**src/rtl/md_pkg.sv**
```systemverilog
// rtl/md_pkg.sv - shared op codes, FSM states and helpers for the multiply/divide unit
// Contents:
//   MD_* op codes driven on md_unit.op
//   md_state_e   FSM state encoding
//   md_mag()     magnitude of an operand, optionally treating it as signed
package md_pkg;

  localparam logic [2:0] MD_MULT  = 3'd0;
  localparam logic [2:0] MD_MULTU = 3'd1;
  localparam logic [2:0] MD_DIV   = 3'd2;
  localparam logic [2:0] MD_DIVU  = 3'd3;
  localparam logic [2:0] MD_MTHI  = 3'd4;
  localparam logic [2:0] MD_MTLO  = 3'd5;

  typedef enum logic [1:0] {
    S_IDLE = 2'd0,
    S_MUL  = 2'd1,
    S_DIV  = 2'd2,
    S_FIX  = 2'd3
  } md_state_e;

  // 0x80000000 maps onto itself, which is the correct unsigned magnitude 2^31.
  function automatic logic [31:0] md_mag(input logic [31:0] v, input logic is_signed);
    return (is_signed && v[31]) ? (32'd0 - v) : v;
  endfunction

endpackage

```
**src/rtl/md_unit_div_core.sv**
```systemverilog
// rtl/md_unit_div_core.sv - restoring shift/subtract divider datapath, one quotient bit per step
// Ports:
//   clk, rst_n       clock, asynchronous active-low reset
//   load             capture dividend/divisor magnitudes, clear remainder
//   step             perform one restoring iteration
//   dividend,divisor unsigned magnitudes
//   quo, rem         running quotient and remainder magnitudes
module div_core (
  input  logic        clk,
  input  logic        rst_n,
  input  logic        load,
  input  logic        step,
  input  logic [31:0] dividend,
  input  logic [31:0] divisor,
  output logic [31:0] quo,
  output logic [31:0] rem
);

  logic [31:0] quo_q, rem_q, dvs_q;
  logic [32:0] rem_sh;
  logic        ge;
  logic [31:0] diff;

  // After shifting, the partial remainder can briefly need 33 bits; when the
  // trial subtraction succeeds the result always fits back into 32.
  always_comb begin
    rem_sh = {rem_q, quo_q[31]};
    ge     = (rem_sh >= {1'b0, dvs_q});
    diff   = rem_sh[31:0] - dvs_q;
  end

  always_ff @(posedge clk or negedge rst_n) begin
    if (!rst_n) begin
      quo_q <= '0;
      rem_q <= '0;
      dvs_q <= '0;
    end else if (load) begin
      quo_q <= dividend;
      rem_q <= '0;
      dvs_q <= divisor;
    end else if (step) begin
      quo_q <= {quo_q[30:0], ge};
      rem_q <= ge ? diff : rem_sh[31:0];
    end
  end

  assign quo = quo_q;
  assign rem = rem_q;

endmodule

```
**src/rtl/md_unit.sv**
```systemverilog
// rtl/md_unit.sv - iterative MULT/MULTU/DIV/DIVU unit owning the HI/LO registers
// Ports:
//   clk, reset     clock, asynchronous active-low reset
//   start, op      issue strobe and op code (md_pkg::MD_*)
//   A, B           rs / rt operands
//   cancel         exception flush; aborts an in-flight op, drops a start in IDLE
//   busy           operation in flight
//   HI, LO         architectural HI/LO registers
module md_unit
  import md_pkg::*;
#(
  parameter int MUL_LAT = 5,
  parameter int WIDTH   = 32
) (
  input  logic             clk,
  input  logic             reset,
  input  logic             start,
  input  logic [2:0]       op,
  input  logic [WIDTH-1:0] A,
  input  logic [WIDTH-1:0] B,
  input  logic             cancel,
  output logic             busy,
  output logic [WIDTH-1:0] HI,
  output logic [WIDTH-1:0] LO
);

  // Counter holds either MUL_LAT-1 or the 31 remaining divide iterations.
  localparam int CNT_W = $clog2((MUL_LAT > 32) ? MUL_LAT : 32);

  md_state_e          state_q, state_d;
  logic [CNT_W-1:0]   cnt_q, cnt_d;
  logic [WIDTH-1:0]   a_q, a_d, b_q, b_d;
  logic               msgn_q, msgn_d;
  logic               qneg_q, qneg_d, rneg_q, rneg_d;
  logic [WIDTH-1:0]   hi_q, hi_d, lo_q, lo_d;
  logic               div_load, div_step;
  logic [WIDTH-1:0]   quo, rem;
  logic [2*WIDTH-1:0] a_ext, b_ext, product;
  logic               is_div;

  // Sign-extending both operands to 64 bits and keeping the low 64 bits of the
  // product yields the correct signed or unsigned result from one multiplier.
  always_comb begin
    a_ext   = {{WIDTH{msgn_q & a_q[WIDTH-1]}}, a_q};
    b_ext   = {{WIDTH{msgn_q & b_q[WIDTH-1]}}, b_q};
    product = a_ext * b_ext;
  end

  assign is_div = (op == MD_DIV);

  div_core u_div_core (
    .clk      (clk),
    .rst_n    (reset),
    .load     (div_load),
    .step     (div_step),
    .dividend (md_mag(A, is_div)),
    .divisor  (md_mag(B, is_div)),
    .quo      (quo),
    .rem      (rem)
  );

  always_comb begin
    state_d  = state_q;
    cnt_d    = cnt_q;
    a_d      = a_q;
    b_d      = b_q;
    msgn_d   = msgn_q;
    qneg_d   = qneg_q;
    rneg_d   = rneg_q;
    hi_d     = hi_q;
    lo_d     = lo_q;
    div_load = 1'b0;
    div_step = 1'b0;
    case (state_q)
      S_IDLE: begin
        if (start && !cancel) begin
          case (op)
            MD_MULT, MD_MULTU: begin
              state_d = S_MUL;
              cnt_d   = CNT_W'(MUL_LAT - 1);
              a_d     = A;
              b_d     = B;
              msgn_d  = (op == MD_MULT);
            end
            MD_DIV, MD_DIVU: begin
              state_d  = S_DIV;
              cnt_d    = CNT_W'(WIDTH - 1);
              div_load = 1'b1;
              qneg_d   = is_div & (A[WIDTH-1] ^ B[WIDTH-1]);
              rneg_d   = is_div & A[WIDTH-1];
            end
            MD_MTHI: hi_d = A;
            MD_MTLO: lo_d = A;
            default: ;
          endcase
        end
      end
      S_MUL: begin
        if (cancel) begin
          state_d = S_IDLE;
        end else if (cnt_q == '0) begin
          {hi_d, lo_d} = product;
          state_d      = S_IDLE;
        end else begin
          cnt_d = cnt_q - 1'b1;
        end
      end
      S_DIV: begin
        if (cancel) begin
          state_d = S_IDLE;
        end else begin
          div_step = 1'b1;
          if (cnt_q == '0) state_d = S_FIX;
          else             cnt_d   = cnt_q - 1'b1;
        end
      end
      S_FIX: begin
        state_d = S_IDLE;
        if (!cancel) begin
          lo_d = qneg_q ? (WIDTH'(0) - quo) : quo;
          hi_d = rneg_q ? (WIDTH'(0) - rem) : rem;
        end
      end
      default: state_d = S_IDLE;
    endcase
  end

  always_ff @(posedge clk or negedge reset) begin
    if (!reset) begin
      state_q <= S_IDLE;
      cnt_q   <= '0;
      a_q     <= '0;
      b_q     <= '0;
      msgn_q  <= 1'b0;
      qneg_q  <= 1'b0;
      rneg_q  <= 1'b0;
      hi_q    <= '0;
      lo_q    <= '0;
    end else begin
      state_q <= state_d;
      cnt_q   <= cnt_d;
      a_q     <= a_d;
      b_q     <= b_d;
      msgn_q  <= msgn_d;
      qneg_q  <= qneg_d;
      rneg_q  <= rneg_d;
      hi_q    <= hi_d;
      lo_q    <= lo_d;
    end
  end

  assign busy = (state_q != S_IDLE);
  assign HI   = hi_q;
  assign LO   = lo_q;

endmodule

```
**config.mk**
```make
export PLATFORM = sky130hd
export DESIGN_NAME = md_unit
export DESIGN_NICKNAME = d
export VERILOG_FILES = /design/src/rtl/md_pkg.sv /design/src/rtl/md_unit_div_core.sv /design/src/rtl/md_unit.sv
export SDC_FILE = /design/constraint.sdc
export NUM_CORES = 2
export LEC_CHECK = 0
export CAP_MARGIN = 20
export CORE_MARGIN = 2
export CORE_UTILIZATION = 63
export DETAILED_ROUTE_END_ITERATION = 8
export PLACE_DENSITY_LB_ADDON = 0.25
export SETUP_SLACK_MARGIN = 0.3
export SKIP_CTS_REPAIR_TIMING = 1
export SLEW_MARGIN = 20
export SYNTH_ARGS = -nofsm -noshare
export SYNTH_HDL_FRONTEND = slang
export SYNTH_SLANG_ARGS = --single-unit
```
**constraint.sdc**
```tcl
create_clock -name clk -period 16.8 [get_ports clk]
set_input_delay 3.36 -clock clk [delete_from_list [all_inputs] [get_ports clk]]
set_output_delay 3.36 -clock clk [all_outputs]
set_load 0.05 [all_outputs]
```
==> results.ini <==
[outcome]
status = finished clean

[sta]
hold_ws_ns = 0.473
relSlewSlack_pct = 22.4
timing.setup.tns_ns = 0
fin_skew_ns = 0.0473
finalHoldViolCount = 0
max_slew.worst_pin.slew_ns = 1.15
finalSetupViolations = 0
slew_viol_final = 0
grt_setup_unrepaired = no
max_freq_ghz = 0.100
layout_min_cycle_time_ns = 10.0
setup_ws_ns = 6.80
period_share_pct = 59.5

[synth]
yosysSeqAreaShare_pct = 11.2
synth-seq-cells = 234
synthesis.area_um2 = 52300
synthDistinctLibCells = 70
synth.area.top_cells = fa_1 (43%), dfrtp_1 (11%), inv_1 (8.5%)
ys_warn_count = 0
ys.flop_type = dfrtp_1
synth_top_area_share_pct = 43.1
syn_nets = 7323
synth_edf_count = 0
avgSynthCellArea_um2 = 8.90
synth_area_leader_cell = fa_1
netlist_instances = 5872
async_flop_share_pct = 100

[setup_path]
cp-start-kind = flop
cp_num_cells = 29
r2r-start = msgn_q
ff2ff_path_depth = 29
slowest_stage = dfrtp_1
crit_family = adder cells
setup.worst_path.end_class = flop
worst-path-buf-inv = 7
cp.arrival_ns = 10.51
crit_fanout = 22
slowest_delay_ns = 0.87
required_ns = 17.31
crit_top_cell = fa_1
worstSetupStartpoint = msgn_q
crit_type = reg2reg

[finish]
final_area_um2 = 55200
nets = 7234
drive_gt1_share_pct = 3.91
synthToLayoutAreaGrowth_pct = 5.69
num-fill-cells = 6551

[drt]
via_count = 40400
postRouteWirelength_um = 140000
antenna_left = 0
vias_per_cell = 5.88
initialDrtViolationCount = 3110
drtPass1Iterations = 6
drc = 0
wl_per_cell_um = 20.3

[cts]
cts-root-buf = clkbuf_16
cts_buffers = 28
cts_sinks = 234
clk_latency_ns = 0.59
clockBufferDepth = 3
clkTransAtPathRegs_ns = 0.06
cts_tree = built
htree_levels = 1

[hold_path]
hold_depth = 2
worstHoldPathType = reg2reg
worstHoldStart = LO[17]

[global_route]
grt_pass1_wl_um = 231000
grt_max_degree = 97
overflow = 0
grt_pass1_vias = 43100
grt_use_total_pct = 34.5
antenna_found_initial = 3

[die]
placementRows = 105
initial_utilization_pct = 63.7
fp.coreArea_um2 = 82100
ios = 136
die_x_um = 292
dieArea_um2 = 85300
die_y_um = 292

[run]
maxCapViolations = 0

[placed_design]
portBuffers = 135
dp_hpwl_um = 112000
post_dp_cell_area_um2 = 54400
gp_congestion = 0.950
pre_cts_slack_ns = 6.93

==> Yosys cell counts, drive strengths merged, types with 13 or more instances <==
cell type / count
a221oi: 30
nor4: 18
nand2b: 24
and2: 350
dfrtp: 234
nand3: 37
mux2: 55
a21oi: 178
xor2: 49
a21o: 46
nand2: 998
nor3: 23
inv: 1184
or2: 14
o21bai: 15
fa: 1126
clkbuf: 326
o211ai: 20
a211oi: 29
a22o: 18
o21ai: 191
ha: 254
or3: 28
o41ai: 13
xnor2: 163
o31ai: 36
nand4: 15
nor2: 217
and3: 26
or4: 14
a31oi: 48
==> area by class of cell <==
| type | instances | area [µm²] | area share, % |
|---|---|---|---|
| antenna | 1 | 2.50 | 0.00453 |
| multi-input combinational | 4123 | 40800 | 73.8 |
| clock buffer | 42 | 833 | 1.51 |
| clock inverter | 6 | 47.5 | 0.0861 |
| inverter | 1184 | 4440 | 8.04 |
| timing repair buffer | 212 | 1940 | 3.51 |
| sequential | 234 | 5860 | 10.6 |
| tap | 1070 | 1340 | 2.42 |
==> per-layer routing <==
| layer | vias to the layer above | GRT usage [%] | share of wire, % |
|---|---|---|---|
| met5 | - | 0 | 0.016 |
| met4 | 4 | 13.5 | 4.6 |
| met3 | 408 | 4.30 | 7.8 |
| met2 | 1825 | 57.1 | 48 |
| met1 | 20600 | 46.7 | 39 |
| li1 | 17600 | - | - |
==> flip-flops by register name, summed over array words and instances, names as in the netlist <==
| register | cells |
|---|---|
| state_q | 2 |
| cnt_q | 5 |
| msgn_q | 1 |
| u_div_core.rem | 32 |
| qneg_q | 1 |
| u_div_core.quo | 32 |
| rneg_q | 1 |
| b_q | 32 |
| a_q | 32 |
| u_div_core.dvs_q | 32 |
| HI | 32 |
| LO | 32 |
==> worst register-to-register path, delay by kind of cell (launching register included) <==
family          cells  cell delay (ns)
simple gates        5             1.59
fa+ha+maj           9             4.61
compound gates      8             1.80
flops               1             0.87
buf+inv             7             1.04
==> metrics by stage <==
| step | instances | util (%) |
|---|---|---|
| final | 6872 | 67.3 |
| after floorplan | 5872 | - |
| after global routing | 6871 | 67.3 |
| after global placement | 6823 | 66.2 |
| after CTS | 6871 | 67.3 |
| after detailed placement | 6823 | 66.2 |
==> kinds of logic after synthesis <==
family,Yosys count,synth area share [%]
and+or+nand+nor,1789,15.7
buffers and inverters,1515,10.9
adders and majority gates,1380,49.2
AOI/OAI and AO/OA,683,8.24
DFF,234,11.2
xor gates and xnor gates,212,3.55
muxes,59,1.26
==> final timing paths <==
kind / endpoint / slack, ns
max: HI[30] / 6.80
min: LO[17] / 0.47
max reg2reg: HI[30] / 6.80
min reg2reg: LO[17] / 0.47
max in group asynchronous: a_q[24] / 12.05
min in group asynchronous: b_q[12] / 2.78
==> cell usage in the layout (no fill, tap or decap), types with 48 or more instances in the layout <==
cell	count
a21oi_1	177
a31oi_1	48
and2_1	350
buf_4	76
clkdlybuf4s50_1	134
dfrtp_1	229
fa_1	1126
ha_1	252
inv_1	1184
mux2_2	55
nand2_1	998
nor2_1	215
o21ai_0	184
xnor2_1	163
xor2_1	49
Power is left out: the tool's default activity adds up to more than one toggle a clock period on the data nets, which glitch-free logic cannot reach.
